**src/rtl/button_event_queue_pkg.sv**
```systemverilog
`default_nettype none
// ============================================================================
//  Module      : button_event_queue_pkg
//  Description : Shared constants for the button event queue. These are the
//                dmem address map and the code returned when the queue is
//                empty.
//  Revision    : 1.0 - initial release
// ============================================================================
package button_event_queue_pkg;

    // Memory-mapped register addresses (dmem memAddr[11:0])
    localparam logic [11:0] c_addr_data   = 12'd6;   // lw: head code, sw: pop
    localparam logic [11:0] c_addr_status = 12'd7;   // lw: status, sw: clear overflow

    // Returned at the data address when nothing is queued
    localparam logic [31:0] c_empty_code  = 32'hFFFF_FFFF;

    // Status word layout: sticky overflow in bit 31, entry count in the low half
    function automatic logic [31:0] status_word(input logic ovf, input logic [15:0] cnt);
        return {ovf, 15'b0, cnt};
    endfunction

endpackage
`default_nettype wire

```
**src/rtl/button_event_queue_debouncer.sv**
```systemverilog
`default_nettype none
// ============================================================================
//  Module      : button_event_queue_debouncer
//  Description : One push-button input path. It has a 2-flop synchroniser, a
//                stability counter and an accepted (stable) level. It emits a
//                one-cycle press pulse on the cycle the stable level flips from
//                0 to 1.
//  Ports       : clock   - system clock
//                reset   - asynchronous, active-low
//                btn_raw - raw asynchronous button level (active-high)
//                press   - one-cycle pulse per debounced press (combinational)
//  Revision    : 1.0 - initial release
// ============================================================================
module button_event_queue_debouncer #(
    parameter int DEBOUNCE_CYCLES = 16
) (
    input  logic clock,
    input  logic reset,
    input  logic btn_raw,
    output logic press
);

    localparam int            CW         = (DEBOUNCE_CYCLES > 1) ? $clog2(DEBOUNCE_CYCLES) : 1;
    localparam logic [CW-1:0] c_cnt_last = CW'(DEBOUNCE_CYCLES - 1);

    logic          r_sync1;
    logic          r_sync2;
    logic          r_vld1;
    logic          r_vld2;
    logic          r_stable;
    logic          r_armed;
    logic [CW-1:0] r_cnt;

    logic          w_differ;
    logic          w_flip;

    assign w_differ = (r_sync2 != r_stable);
    assign w_flip   = w_differ && (r_cnt == c_cnt_last);

    // A button held through reset must not produce an event when it is
    // accepted afterwards. So a press only counts once the synchroniser has
    // refilled (r_vld2) and has shown the button released at least once.
    assign press    = w_flip && !r_stable && r_armed;

    always_ff @(posedge clock or negedge reset) begin
        if (!reset) begin
            r_sync1  <= 1'b0;
            r_sync2  <= 1'b0;
            r_vld1   <= 1'b0;
            r_vld2   <= 1'b0;
            r_stable <= 1'b0;
            r_armed  <= 1'b0;
            r_cnt    <= '0;
        end else begin
            r_sync1 <= btn_raw;
            r_sync2 <= r_sync1;
            r_vld1  <= 1'b1;
            r_vld2  <= r_vld1;

            if (!w_differ) begin
                r_cnt <= '0;
            end else if (w_flip) begin
                r_stable <= ~r_stable;
                r_cnt    <= '0;
            end else begin
                r_cnt <= r_cnt + 1'b1;
            end

            if (r_vld2 && !r_sync2) begin
                r_armed <= 1'b1;
            end
        end
    end

endmodule
`default_nettype wire

```
**src/rtl/button_event_queue.sv**
```systemverilog
`default_nettype none
// ============================================================================
//  Module      : button_event_queue
//  Description : Memory-mapped push-button input stage. Each button is
//                debounced, and every debounced press is queued as its button
//                index in a small FIFO. The game loop polls the queue with lw
//                and consumes entries with sw.
//  Ports       : clock    - system clock
//                reset    - asynchronous, active-low
//                btn_raw  - raw button levels, one bit per button
//                addr     - dmem address memAddr[11:0]
//                wren     - dmem write enable
//                hit      - addr selects this block (combinational)
//                q_out    - read data for addr (combinational)
//                overflow - sticky overflow flag (debug LED)
//  Revision    : 1.0 - initial release
// ============================================================================
module button_event_queue
    import button_event_queue_pkg::*;
#(
    parameter int          NUM_BTNS        = 4,
    parameter int          DEBOUNCE_CYCLES = 16,
    parameter int          DEPTH           = 8,
    parameter logic [11:0] ADDR_DATA       = c_addr_data,
    parameter logic [11:0] ADDR_STATUS     = c_addr_status
) (
    input  logic                clock,
    input  logic                reset,
    input  logic [NUM_BTNS-1:0] btn_raw,
    input  logic [11:0]         addr,
    input  logic                wren,
    output logic                hit,
    output logic [31:0]         q_out,
    output logic                overflow
);

    localparam int AW = $clog2(DEPTH);
    localparam int IW = (NUM_BTNS > 1) ? $clog2(NUM_BTNS) : 1;

    logic [NUM_BTNS-1:0] w_press;
    logic [NUM_BTNS-1:0] r_pend;
    logic [NUM_BTNS-1:0] w_clr;
    logic [IW-1:0]       w_push_idx;
    logic                w_push;

    logic [IW-1:0]       r_mem [DEPTH];
    logic [AW-1:0]       r_wr_ptr;
    logic [AW-1:0]       r_rd_ptr;
    logic [AW:0]         r_count;
    logic                r_ovf;

    logic                w_sel_data;
    logic                w_sel_status;
    logic                w_empty;
    logic                w_full;
    logic                w_pop;
    logic                w_write;
    logic                w_ovf_set;
    logic                w_ovf_clr;

    // ------------------------------------------------------------------
    // Per-button input paths
    // ------------------------------------------------------------------
    for (genvar g = 0; g < NUM_BTNS; g++) begin : g_btn
        button_event_queue_debouncer #(
            .DEBOUNCE_CYCLES (DEBOUNCE_CYCLES)
        ) u_debouncer (
            .clock   (clock),
            .reset   (reset),
            .btn_raw (btn_raw[g]),
            .press   (w_press[g])
        );
    end

    // Lowest-index pending button wins the single push slot this cycle.
    // The loop runs downward, so the last match is the lowest index.
    always_comb begin
        w_push_idx = '0;
        for (int i = NUM_BTNS - 1; i >= 0; i--) begin
            if (r_pend[i]) begin
                w_push_idx = IW'(i);
            end
        end
    end

    assign w_push       = |r_pend;
    assign w_clr        = w_push ? (NUM_BTNS'(1) << w_push_idx) : '0;

    assign w_sel_data   = (addr == ADDR_DATA);
    assign w_sel_status = (addr == ADDR_STATUS);
    assign w_empty      = (r_count == '0);
    assign w_full       = (r_count == (AW + 1)'(DEPTH));
    assign w_pop        = wren && w_sel_data && !w_empty;
    // When the FIFO is full, a pop in the same cycle frees the slot the push needs.
    assign w_write      = w_push && (!w_full || w_pop);
    assign w_ovf_set    = w_push && w_full && !w_pop;
    assign w_ovf_clr    = wren && w_sel_status;

    // ------------------------------------------------------------------
    // Pending bits: a press on an already-pending button merges with it.
    // The bit is cleared when its push is taken, even if the push is dropped.
    // ------------------------------------------------------------------
    always_ff @(posedge clock or negedge reset) begin
        if (!reset) begin
            r_pend <= '0;
        end else begin
            r_pend <= (r_pend & ~w_clr) | w_press;
        end
    end

    // ------------------------------------------------------------------
    // FIFO control
    // ------------------------------------------------------------------
    always_ff @(posedge clock or negedge reset) begin
        if (!reset) begin
            r_wr_ptr <= '0;
            r_rd_ptr <= '0;
            r_count  <= '0;
            r_ovf    <= 1'b0;
        end else begin
            if (w_write) begin
                r_wr_ptr <= r_wr_ptr + 1'b1;
            end
            if (w_pop) begin
                r_rd_ptr <= r_rd_ptr + 1'b1;
            end
            case ({w_write, w_pop})
                2'b10:   r_count <= r_count + 1'b1;
                2'b01:   r_count <= r_count - 1'b1;
                default: r_count <= r_count;
            endcase
            // A set in the same cycle as a clear takes priority.
            if (w_ovf_set) begin
                r_ovf <= 1'b1;
            end else if (w_ovf_clr) begin
                r_ovf <= 1'b0;
            end
        end
    end

    // Storage is not reset because the count gates every read of it.
    always_ff @(posedge clock) begin
        if (w_write) begin
            r_mem[r_wr_ptr] <= w_push_idx;
        end
    end

    // ------------------------------------------------------------------
    // Read mux (no side effects)
    // ------------------------------------------------------------------
    always_comb begin
        hit   = 1'b0;
        q_out = '0;
        if (w_sel_data) begin
            hit   = 1'b1;
            q_out = w_empty ? c_empty_code : 32'(r_mem[r_rd_ptr]);
        end else if (w_sel_status) begin
            hit   = 1'b1;
            q_out = status_word(r_ovf, 16'(r_count));
        end
    end

    assign overflow = r_ovf;

endmodule
`default_nettype wire

```
**config.mk**
```make
export PLATFORM = sky130hd
export DESIGN_NAME = button_event_queue
export DESIGN_NICKNAME = d
export VERILOG_FILES = /design/src/rtl/button_event_queue_pkg.sv /design/src/rtl/button_event_queue_debouncer.sv /design/src/rtl/button_event_queue.sv
export SDC_FILE = /design/constraint.sdc
export NUM_CORES = 1
export LEC_CHECK = 0
export ABC_AREA = 1
export BUFFER_PORTS_ARGS = -buffer_cell sky130_fd_sc_hd__buf_2
export CORE_AREA = 2 2 82 84
export DETAILED_ROUTE_END_ITERATION = 8
export DIE_AREA = 0 0 84 86
export PLACE_DENSITY = 0.85
export SLEW_MARGIN = 30
export SYNTH_ARGS = -nofsm -noshare
export SYNTH_HDL_FRONTEND = slang
export SYNTH_SLANG_ARGS = --single-unit
```
**constraint.sdc**
```tcl
create_clock -name clock -period 2.15 [get_ports clock]
set_input_delay 0.215 -clock clock [delete_from_list [all_inputs] [get_ports clock]]
set_output_delay 0.215 -clock clock [all_outputs]
set_load 0.03 [all_outputs]
```
; Word-level counts from Yosys, hierarchy flattened
; Memories as Yosys holds them, arrays and structs flattened.
; Cells that the tools add are included.
[classes]
add_sub_neg = 8
eq_ne = 13
shifts = 1
n_mux = 23
n_bitwise = 7
reduce_logical = 42
[ops]
columns = op, count
row1 = 32-bit two-way mux, 3
row2 = 4-bit two-way mux, 9
row3 = "12-bit by 3-bit == test with 1-bit output, second input constant", 2
row4 = 1-bit logical AND, 22
row5 = "4-bit by 1-bit adder with 4-bit output, second input constant", 5
row6 = "4-bit == test, second input constant", 5
row7 = 1-bit logical NOT, 11
row8 = 2-bit two-way mux, 4
row9 = 4-bit one-hot mux with 2 select lines, 1
row10 = 2-bit AND reduction, 4
row11 = "3-bit by 1-bit adder with 3-bit output, second input constant", 2
row12 = 1-bit two-way mux, 6
row13 = 4-bit bitwise AND, 1
row14 = 4-bit logical NOT, 1
row15 = 1-bit != test, 4
row16 = 1-bit NOT, 4
row17 = 4-bit NOT, 1
row18 = 4-bit OR, 1
row19 = 2-bit nonzero test, 2
row20 = 4-bit OR reduction, 1
row21 = "1-bit by 2-bit << shifter with 4-bit output, first input constant", 1
row22 = "4-bit by 1-bit subtractor with 4-bit output, second input constant", 1
row23 = "2-bit by 1-bit == test with 1-bit output, second input constant", 1
row24 = "2-bit == test, second input constant", 1
row25 = 1-bit logical OR, 1
[word_totals]
reg_bits = 49
ram_bits = 16
output_inout_bits = 34
elab_cells = 122
memories = 1
[mem_list]
columns = name, words, width, rd, rd_ports_with_merged_regs, wr, line
row1 = r_mem, 8, 2, 1, 0, 1, button_event_queue.sv:46  ; logic [IW-1:0] r_mem [DEPTH];

; Longest topological paths before layout
; Gate-level depths: netlist (run 1).
[logic_depth]
ltp_word = 9
mapped_depth = 13
ltp_nobuf = 13

; By module
; From an unflattened synthesis (run 1), not the netlist that was laid out.
[hier_totals]
hier_cells = 350
area_unflattened_um2 = 3305.7
[modules_own_cells]
columns = module, n_inst, cells_each, area_per_inst_um2, seq_area_each_um2
row1 = button_event_queue, 1, 202, 1764.2, 855.8
row2 = button_event_queue_debouncer, 4, 37, 385.4, 250.2

; Least setup slack after synthesis (run 1)
; No wires, ideal clock.
[synth_timing]
kind = reg-to-output
start = register r_count[0]
end = output port q_out[2]
arrival_time_ns = 2.527
required_ns = 1.935
slack_ns = -0.592
path_stages_with_launch = 6
n_path_buf = 0
path_cell_list = dfrtp_1 > nor2_2 > nand2_2 > nor2_1 > inv_1 > o21ai_0
[synth_between]
elab_chain_cells = 3
[synth_lines]
columns = item, line
row1 = start: declaration, button_event_queue.sv:49  ; logic [AW:0] r_count;
row2 = start signal: assignment, button_event_queue.sv:128  ; 2'b10: r_count <= r_count + 1'b1;
row3 = start signal: assignment, button_event_queue.sv:129  ; 2'b01: r_count <= r_count - 1'b1;
row4 = start signal: assignment, button_event_queue.sv:130  ; default: r_count <= r_count;
row5 = 4-bit logical NOT, button_event_queue.sv:91  ; assign w_empty = (r_count == '0);
row6 = 32-bit two-way mux, button_event_queue.sv:156  ; q_out = w_empty ? c_empty_code : 32'(r_mem[r_rd_ptr]);
row7 = 32-bit two-way mux, button_event_queue.sv:154  ; if (w_sel_data) begin
row8 = end: declaration, button_event_queue.sv:33  ; output logic [31:0] q_out,
; No other way between the ends.

; Worst setup path in the final report (run 1)
[layout_timing]
start = register r_rd_ptr[0]
end = output port q_out[0]
[layout_between]
elab_chain_cells = 3
[layout_lines]
columns = item, line
row1 = start: declaration, button_event_queue.sv:48  ; logic [AW-1:0] r_rd_ptr;
row2 = start signal: assignment, button_event_queue.sv:125  ; r_rd_ptr <= r_rd_ptr + 1'b1;
row3 = memory 8 x 2 bit, n/a
row4 = 32-bit two-way mux, button_event_queue.sv:156
row5 = 32-bit two-way mux, button_event_queue.sv:154
; No other way between the ends.

==> results.py, run 1 <==
metrics = {
    "worst_setup_path": {
        "cp.arrival_ns": 1.80,
        "criticalPathCategory": "reg2out",
        "end_kind": "output pin",
        "crit_path_start_kind": "flip-flop",
        "worstPathRequired_ns": 1.93,
        "crit_fanout": 8,
    },
    "floorplan": {
        "rows": 29,
        "fp.dieH_um": 86,
        "die_w_um": 84,
        "io_pins": 53,
        "core_area_mm2": 0.00628,
        "start_util_pct": 49.6,
        "die_area_mm2": 0.00722,
    },
    "timing": {
        "setup_violations": 0,
        "skew_ns": 0.00698,
        "fin_crit_ns": 2.02,
        "post-route-period-util_pct": 93.9,
        "slew_headroom_pct": 57.4,
        "holdWs_ns": 0.258,
        "drv_slew": 0,
        "max_freq_mhz": 496,
        "worst_slew_pin_slew_ns": 0.638,
        "rsz0062_at_grt": "yes",
        "hold_viol_final": 0,
    },
    "detailed_routing": {
        "wl_met1_um": 2200,
        "met2_length_um": 2800,
        "wl_per_cell_um": 12.4,
        "vias": 2171,
        "drc": 0,
        "routed_wl_um": 5420,
        "highest_layer": "met4",
        "first_iter_violations": 93,
        "routed-wl-met3_um": 301,
        "via_per_inst": 4.96,
        "drtPass1Iterations": 4,
        "drtAntennaViolNets": 0,
    },
    "finish": {
        "drive_gt1_share_pct": 28.3,
        "syn2layout_area_growth_pct": 15.5,
        "postLayoutCellArea_mm2": 0.00360,
        "seq_area_mm2": 0.00171,
        "fillers": 523,
        "mostFrequentLayoutCells": "buf_2 (50), nand2_1 (47), dfrtp_1 (47)",
        "insertedDiodeCount": 0,
        "layout_commonest_cell": "buf_2",
        "multi_input_area_mm2": 0.00108,
        "layout.cells.non_filler": 438,
        "nets": 383,
    },
    "cts": {
        "cts.sinks": 65,
        "clk_latency_ns": 0.33,
        "cts_tree": "built",
        "cts-root-buf": "clkbuf_8",
        "clk_path_buf_depth": 2,
        "htreeDepth": 3,
        "clkTransAtPathRegs_ns": 0.07,
        "numCtsBuffers": 9,
    },
    "synthesis": {
        "post-synth-top-area-fraction_pct": 39.4,
        "avgSynthCellArea_um2": 9.99,
        "synth_ff_type": "dfrtp_1",
        "ys_ff_latch": 65,
        "yosysUniqueCellTypes": 37,
        "synthCells": 312,
        "yosysWarnings": 0,
        "synth_edf_count": 16,
        "syn_area_mm2": 0.00312,
        "synth_top_area_cell": "dfrtp_1",
        "seq_area_frac_synth_pct": 54.8,
        "synth_area_leaders": "dfrtp_1 (39%), edfxtp_1 (15%), buf_4 (6.3%)",
        "async_flop_share_pct": 75.4,
        "syn_nets": 338,
    },
    "placement": {
        "placedCellCount": 418,
        "gp_congestion": 0.866,
        "numPortBuffers": 52,
        "dpl_cell_area_mm2": 0.00331,
        "post-dp-hpwl_um": 3910,
    },
    "global_routing": {
        "antenna_found_initial": 0,
        "gr-total-overflow": 0,
        "grt_pass1_wl_um": 9490,
        "grt_pass1_vias": 2206,
        "grtUsageTotal_pct": 16.8,
        "grt_max_degree": 31,
    },
    "power": {
        "ir_drop_mv": 0.469,
        "power_density_mw_per_mm2": 699,
        "power_leakage_uw": 0.00184,
    },
    "status": {
        "run_status": "completed",
    },
    "run": {
        "drv_cap": 0,
    },
    "worst_hold_path": {
        "holdCritPathClass": "in2reg",
    },
}
-- where the power goes --
| part | leakage [uW] | switching (uW) | total (uW) | internal (uW) |
|---|---|---|---|---|
| combinational | 0.00101 | 62.9 | 107 | 43.6 |
| sequential | 0.000717 | 19.3 | 1310 | 1290 |
| clock | 0.000106 | 422 | 1100 | 677 |
-- timing repair --
action / CTS / global route
endpoints found under the setup margin: 0 / 11
hold buffers: 5 / 0
buffers inserted: 0 / 0
gates resized for setup: 0 / 8
hold endpoints to repair: 32 / 0
-- worst max-delay path: stages (launching register included) --
cell and delay (ns):
dfrtp_1 0.43, inv_2 0.14, nand2_1 0.08, a221o_1 0.35, nand2_1 0.06, o21ai_0 0.07
o21ai_0 0.11, buf_2 0.24
-- worst paths after layout --
| kind | start | cells past startpoint | to | slack [ns] |
|---|---|---|---|---|
| worst min register to register | g_btn[3].u_debouncer.r_sync1$_DFF_PN0_ | 0 | g_btn[3].u_debouncer.r_sync2$_DFF_PN0_ | 0.35 |
| min in group asynchronous | reset | 2 | g_btn[3].u_debouncer.r_vld1$_DFF_PN0_ | 0.45 |
| max in group asynchronous | reset | 3 | g_btn[1].u_debouncer.r_cnt[0]$_DFF_PN0_ | 1.09 |
| worst min-delay path | wren | 4 | overflow$_DFFE_PN0P_ | 0.26 |
| worst max-delay path | r_rd_ptr[0]$_DFFE_PN0P_ | 7 | q_out[0] | 0.13 |
| worst max register to register | r_count[0]$_DFFE_PN0P_ | 13 | r_count[2]$_DFFE_PN0P_ | 0.16 |
-- synthesized netlist by cell type (3+ instances only) --
master,count
ha_1,7
edfxtp_1,16
o21ai_0,17
nor2_2,9
nor3_1,4
nand2_2,5
dfrtp_1,49
nand2_4,3
inv_1,39
nand3_1,13
a21oi_1,12
buf_4,26
nand2_1,47
xor2_1,14
nor2_1,24
-- stage by stage --
step / setup WS (ns) / utilization (%) / power, uW / setup TNS (ns)
floorplan: 0.127 / - / 1380 / 0
global placement: 0.274 / 52.8 / 1420 / 0
detailed placement: 0.131 / 52.8 / 1430 / 0
CTS: 0.0275 / 56.9 / 2540 / 0
global route: -0.0237 / 57.3 / 2610 / -0.0267
finish: 0.132 / 57.3 / 2510 / 0
-- logic make-up after synthesis --
logic type | synth area share (%)
buffers and inverters | 11.4
adder cells (fa/ha/maj) | 2.81
AND/OR/NAND/NOR | 18.4
XOR/XNOR | 5.02
other | 0.120
AO/OA/AOI/OAI | 7.43
flip-flops | 54.8
-- per-layer routing --
layer	global-route usage (%)	vias up
met2	31.7	72
met5	0	-
met4	8.06	0
met1	18.0	1018
li1	-	1068
met3	3.46	13
-- flip-flops by register name, indices dropped and copies added, names as in the netlist, 3 cells and up --
signal                      flops
g_btn.u_debouncer.r_cnt        16
r_mem                          16
g_btn.u_debouncer.r_armed       4
g_btn.u_debouncer.r_stable      4
g_btn.u_debouncer.r_sync1       4
g_btn.u_debouncer.r_sync2       4
r_count                         4
r_pend                          4
r_rd_ptr                        3
r_wr_ptr                        3
-- final cells by class --
class	count	area share [%]
Multi-Input combinational cell	179	30.1
Tap cell	77	2.68
Clock inverter	3	1.81
Sequential cell	65	47.5
Timing Repair Buffer	61	9.60
Clock buffer	12	4.03
Inverter	41	4.31
Power figures use the tool's default switching activity.
==> inputs of run 2 (changes only) <==
--- a/config.mk
+++ b/config.mk
@@ -10,7 +10,7 @@
 export CORE_AREA = 2 2 82 84
 export DETAILED_ROUTE_END_ITERATION = 8
 export DIE_AREA = 0 0 84 86
-export PLACE_DENSITY = 0.85
+export PLACE_DENSITY = 0.86
 export SLEW_MARGIN = 30
 export SYNTH_ARGS = -nofsm -noshare
 export SYNTH_HDL_FRONTEND = slang
==> run 2 against run 1 <==
Net effect: die area did not move; first-iteration DRC count is 3.2% lower; fmax grew 0.10%.
==> results.py, run 2 (synthesis gave the netlist of run 1 again) <==
metrics = {
    "global_routing": {
        "antenna_found_initial": 0,
        "gr-total-overflow": 0,
        "grtUsageTotal_pct": 15.8,
        "grt_pass1_wl_um": 9090,
        "grt_pass1_vias": 2134,
        "grt_max_degree": 26,
    },
    "power": {
        "p_clk_share_pct": 44.9,
        "seqPwrFrac_pct": 51.0,
        "sw_frac_of_total_pct": 21.4,
        "power_leakage_uw": 0.00187,
        "power_density_mw_per_mm2": 702,
        "power_frac_comb_pct": 4.1,
        "p_sw_uw": 547,
        "internal_power_uw": 2010,
        "ir_drop_mv": 0.556,
    },
    "cts": {
        "clk_latency_ns": 0.33,
        "htreeDepth": 3,
        "clkTransAtPathRegs_ns": 0.07,
        "numCtsBuffers": 9,
        "clk_path_buf_depth": 2,
        "cts-root-buf": "clkbuf_8",
        "cts.sinks": 65,
        "cts_tree": "built",
    },
    "detailed_routing": {
        "first_iter_violations": 90,
        "via_per_inst": 4.94,
        "wl_per_cell_um": 12.1,
        "drtAntennaViolNets": 0,
        "vias": 2177,
        "drtPass1Iterations": 4,
        "routed_wl_um": 5350,
        "drc": 0,
    },
    "finish": {
        "drive_gt1_share_pct": 29.1,
        "utilization_pct": 58.1,
        "layout.cells.non_filler": 441,
        "insertedDiodeCount": 0,
        "layout_commonest_cell": "buf_2",
        "postLayoutCellArea_mm2": 0.00365,
        "nets": 385,
        "mostFrequentLayoutCells": "buf_2 (50), nand2_1 (47), dfrtp_1 (46)",
        "largestRegisters": "g_btn.u_debouncer.r_cnt: 16 flops, r_mem: 16 flops",
        "syn2layout_area_growth_pct": 17.1,
    },
    "timing": {
        "slew_headroom_pct": 62.4,
        "drv_slew": 0,
        "max_freq_mhz": 496,
        "post-route-period-util_pct": 93.8,
        "totalNegativeSetupSlack_ns": 0,
        "setup_violations": 0,
        "skew_ns": 0.00577,
        "fin_crit_ns": 2.02,
        "setup_ws_ns": 0.134,
        "worst_slew_pin_slew_ns": 0.563,
        "rsz0062_at_grt": "no",
        "hold_viol_final": 0,
    },
    "floorplan": {
        "fp.dieH_um": 86,
        "start_util_pct": 49.6,
        "die_area_mm2": 0.00722,
        "die_w_um": 84,
        "io_pins": 53,
        "core_area_mm2": 0.00628,
        "rows": 29,
    },
    "placement": {
        "numPortBuffers": 52,
        "dpl_cell_area_mm2": 0.00331,
        "placedCellCount": 416,
        "gp_congestion": 0.827,
        "post-dp-hpwl_um": 3780,
        "dp_slack_ns": 0.216,
    },
    "worst_setup_path": {
        "startpoint": "r_rd_ptr[0]$_DFFE_PN0P_",
        "cp.arrival_ns": 1.80,
        "worst_path_most_repeated_cell": "o21ai_0",
        "crit_fanout": 8,
        "slowest_stage": "dfrtp_2",
        "criticalPathCategory": "reg2out",
        "path_buf_inv": 2,
        "r2r_start": "r_count[2]$_DFFE_PN0P_",
        "worst_path_largest_cell_delay_ns": 0.46,
        "crit_chain": "inv_2 > nand2_1 > a221oi_1 > o21ai_0 > o21ai_0 > buf_4",
        "end_kind": "output pin",
        "reg2reg_depth": 13,
        "path_delay_family": "compound AO/OA/AOI/OAI gates",
        "cp.depth": 6,
        "worstPathRequired_ns": 1.93,
        "crit_path_start_kind": "flip-flop",
    },
    "worst_hold_path": {
        "holdCritPathClass": "in2reg",
        "hold_depth": 4,
        "holdCritStartpoint": "wren",
    },
    "status": {
        "run_status": "completed",
    },
    "run": {
        "drv_cap": 0,
    },
}
-- run 2: timing repair --
item                                   in CTS  in global routing
gates cloned                                0                  1
setup endpoints to repair                   2                 13
hold buffers                                5                  0
resized for setup                           2                  8
setup buffers                               0                  3
pin swaps                                   0                  1
endpoints found under the hold margin      28                  0
-- run 2: per-layer routing --
metal  GRT usage [%]  wire length (um)  up-vias
met5               0                 0        -
met2            29.3              2790       74
met4            5.13                37        0
met3            4.62               310        6
li1                -                 -     1072
met1            17.5              2210     1025
-- run 2: final timing paths --
kind	slack, ns	endpoint
setup / recovery	0.13	q_out[0]
hold / removal	0.24	overflow$_DFFE_PN0P_
setup reg to reg	0.24	r_count[2]$_DFFE_PN0P_
hold reg to reg	0.35	g_btn[3].u_debouncer.r_vld2$_DFF_PN0_
max in group asynchronous	1.20	r_rd_ptr[1]$_DFFE_PN0P_
min in group asynchronous	0.40	g_btn[2].u_debouncer.r_cnt[3]$_DFF_PN0_
-- run 2: power groups by stage --
stage,Combinational (uW),Clock [uW],Sequential (uW)
finish,106,1150,1310
floorplan,49.0,0,1330
detailed placement,97.5,0,1330
global placement,94.9,0,1330
CTS,106,1180,1310
global route,124,1240,1310
-- run 2: area by class of cell --
type	instances	area [um^2]
Inverter	41	155
Tap cell	77	96.3
Clock buffer	12	178
Multi-Input combinational cell	180	1090
Fill cell	507	2630
Clock inverter	4	55.1
Sequential cell	65	1710
Timing Repair Buffer	62	365
-- run 2: stage by stage --
stage,hold slack [ns],total power (uW)
after floorplan,-0.0806,1380
after global placement,0.231,1420
after detailed placement,0.233,1430
after CTS,0.224,2590
after global routing,0.267,2680
final,0.243,2560
-- run 2: worst min-delay path: cells and delay by family --
family	cells	cell delay (ns)
simple gates	2	0.12
buf+inv	1	0.12
compound gates	1	0.07
==> inputs of run 3 (changes only) <==
--- a/config.mk
+++ b/config.mk
@@ -7,10 +7,11 @@
 export LEC_CHECK = 0
 export ABC_AREA = 1
 export BUFFER_PORTS_ARGS = -buffer_cell sky130_fd_sc_hd__buf_2
-export CORE_AREA = 2 2 82 84
+export CORE_AREA = 2 2 79 88
 export DETAILED_ROUTE_END_ITERATION = 8
-export DIE_AREA = 0 0 84 86
+export DIE_AREA = 0 0 81 90
 export PLACE_DENSITY = 0.86
+export SETUP_SLACK_MARGIN = 0.4
 export SLEW_MARGIN = 30
 export SYNTH_ARGS = -nofsm -noshare
 export SYNTH_HDL_FRONTEND = slang
==> run 3 against run 2 <==
Net effect: sequential power barely moved; clock-buffer cell count fell by 1; die area rose by 0.91%; critical path depth did not move; sequential share of layout area fell by 2.6 points; global-route usage rose by 0.83 points; utilization rose by 1.8 points; critical endpoint is now q_out[1].
==> results.py, run 3 (synthesis gave the netlist of run 1 again) <==
metrics = {
    "status": {
        "run_status": "completed",
    },
    "finish": {
        "syn2layout_area_growth_pct": 23.9,
        "mostFrequentLayoutCells": "dfrtp_1 (47), nand2_1 (41), inv_1 (35)",
        "postLayoutCellArea_mm2": 0.00386,
        "largestRegisters": "g_btn.u_debouncer.r_cnt: 16 flops, r_mem: 16 flops",
        "fillers": 516,
        "insertedDiodeCount": 0,
        "drive_gt1_share_pct": 36.1,
        "multi_input_area_mm2": 0.00116,
        "nets": 399,
        "seq_area_mm2": 0.00171,
        "layout.cells.non_filler": 459,
        "layout_commonest_cell": "dfrtp_1",
    },
    "cts": {
        "cts-root-buf": "clkbuf_8",
        "htreeDepth": 3,
        "clkTransAtPathRegs_ns": 0.06,
        "cts_tree": "built",
        "numCtsBuffers": 9,
        "cts.sinks": 65,
        "clk_latency_ns": 0.33,
        "clk_path_buf_depth": 2,
    },
    "power": {
        "p_clk_share_pct": 37.1,
        "p_sw_uw": 514,
        "power_leakage_uw": 0.00190,
        "power_frac_comb_pct": 5.0,
        "internal_power_uw": 1740,
        "sw_frac_of_total_pct": 22.8,
        "ir_drop_mv": 0.520,
        "seqPwrFrac_pct": 57.9,
        "power_density_mw_per_mm2": 584,
    },
    "run": {
        "drv_cap": 0,
    },
    "worst_setup_path": {
        "path_delay_family": "compound AO/OA/AOI/OAI gates",
        "worst_path_most_repeated_cell": "o21ai_1",
        "cp.arrival_ns": 1.73,
        "crit_fanout": 8,
        "r2r_setup_slack_ns": 0.45,
        "worst_path_largest_cell_delay_ns": 0.42,
        "slowest_stage": "dfrtp_1",
        "crit_chain": "inv_2 > nand2_1 > a221oi_2 > o21ai_1 > o21ai_1 > buf_4",
        "reg2reg_depth": 10,
        "worstPathRequired_ns": 1.93,
        "criticalPathCategory": "reg2out",
        "end_kind": "output pin",
        "crit_path_start_kind": "flip-flop",
        "cp.depth": 6,
        "path_buf_inv": 2,
    },
    "global_routing": {
        "grt_pass1_vias": 2197,
        "grt_pass1_wl_um": 9420,
        "grtUsageTotal_pct": 16.7,
        "antenna_found_initial": 0,
        "gr-total-overflow": 0,
        "grt_max_degree": 28,
    },
    "placement": {
        "post-dp-hpwl_um": 3800,
        "placedCellCount": 422,
        "gp_congestion": 0.852,
        "numPortBuffers": 52,
        "dpl_cell_area_mm2": 0.00334,
        "dp_slack_ns": 0.227,
    },
    "floorplan": {
        "die_w_um": 81,
        "core_area_mm2": 0.00644,
        "fp.dieH_um": 90,
        "rows": 31,
        "start_util_pct": 48.4,
        "io_pins": 53,
        "die_area_mm2": 0.00729,
    },
    "timing": {
        "slew_headroom_pct": 61.1,
        "drv_slew": 0,
        "setup_violations": 0,
        "rsz0062_at_grt": "yes",
        "max_freq_mhz": 514,
        "totalNegativeSetupSlack_ns": 0,
        "holdWs_ns": 0.250,
        "skew_ns": 0.00639,
        "hold_viol_final": 0,
        "setup_ws_ns": 0.205,
        "fin_crit_ns": 1.94,
        "worst_slew_pin_slew_ns": 0.583,
        "post-route-period-util_pct": 90.5,
    },
    "detailed_routing": {
        "vias": 2255,
        "wl_per_cell_um": 12.5,
        "routed_wl_um": 5760,
        "drtPass1Iterations": 4,
        "via_per_inst": 4.91,
        "drtAntennaViolNets": 0,
        "drc": 0,
        "first_iter_violations": 136,
    },
    "worst_hold_path": {
        "hold_depth": 4,
        "holdCritPathClass": "in2reg",
    },
}
-- run 3: cell types whose count changed in the layout (fill, tap and decap cells not counted), moves of 2 or more --
cell,delta
clkinv_2,+2
buf_4,+26
clkbuf_16,-2
o21ai_1,+4
buf_6,+3
inv_2,+2
nand2_2,+6
nand2_1,-6
o21ai_0,-6
clkbuf_4,+14
nor2_1,-3
o21ai_2,+2
inv_1,-3
buf_2,-29
-- run 3: worst min-delay path, cell delays in order --
cell     delay (ns)
buf_2          0.12
nand3_1        0.08
nand2_1        0.05
o21ai_0        0.07
-- run 3: timing repair --
| action | 4_1_cts | 5_1_grt |
|---|---|---|
| gates resized for setup | 24 | 56 |
| hold buffers | 5 | 0 |
| setup buffers | 11 | 6 |
| setup endpoints to repair | 43 | 51 |
| pin swaps | 13 | 13 |
| endpoints found under the hold margin | 28 | 0 |
-- run 3: cell type report --
cell class	count	area share (%)
repair buffers	77	14.9
multi-input cells	179	30.1
inverters	41	4.09
flip-flops and latches	65	44.3
clock buffers	11	3.40
well taps	82	2.66
clock inverters	4	0.551
-- run 3: metrics by stage --
step           total power [uW]  util, %
2_1_floorplan              1380        -
3_3_place_gp               1420     51.8
3_5_place_dp               1430     51.8
4_1_cts                    2270     57.5
5_1_grt                    2340     59.9
6_report                   2250     59.9
-- run 3: path summary, 6_finish.rpt --
path / start / endpoint
hold / removal: wren / overflow$_DFFE_PN0P_
max in group asynchronous: reset / g_btn[1].u_debouncer.r_sync1$_DFF_PN0_
min in group asynchronous: reset / g_btn[3].u_debouncer.r_cnt[1]$_DFF_PN0_
hold reg to reg: g_btn[3].u_debouncer.r_vld1$_DFF_PN0_ / g_btn[3].u_debouncer.r_vld2$_DFF_PN0_
setup / recovery: r_rd_ptr[0]$_DFFE_PN0P_ / q_out[1]
setup reg to reg: r_pend[3]$_DFF_PN0_ / r_count[2]$_DFFE_PN0P_
-- run 3: metal layers --
layer / vias up / GRT usage (%) / share of wire [%]
met5: - / 0 / 0
met1: 1072 / 19.5 / 40
met3: 10 / 3.61 / 5.5
li1: 1100 / - / -
met2: 73 / 29.3 / 53
met4: 0 / 6.36 / 1.3
-- run 3: power groups by stage --
stage | combinational [uW] | sequential (uW) | clock, uW
global placement | 95.5 | 1330 | 0
floorplan | 49.2 | 1330 | 0
finish | 113 | 1310 | 835
global route | 129 | 1310 | 899
CTS | 113 | 1310 | 849
detailed placement | 101 | 1330 | 0
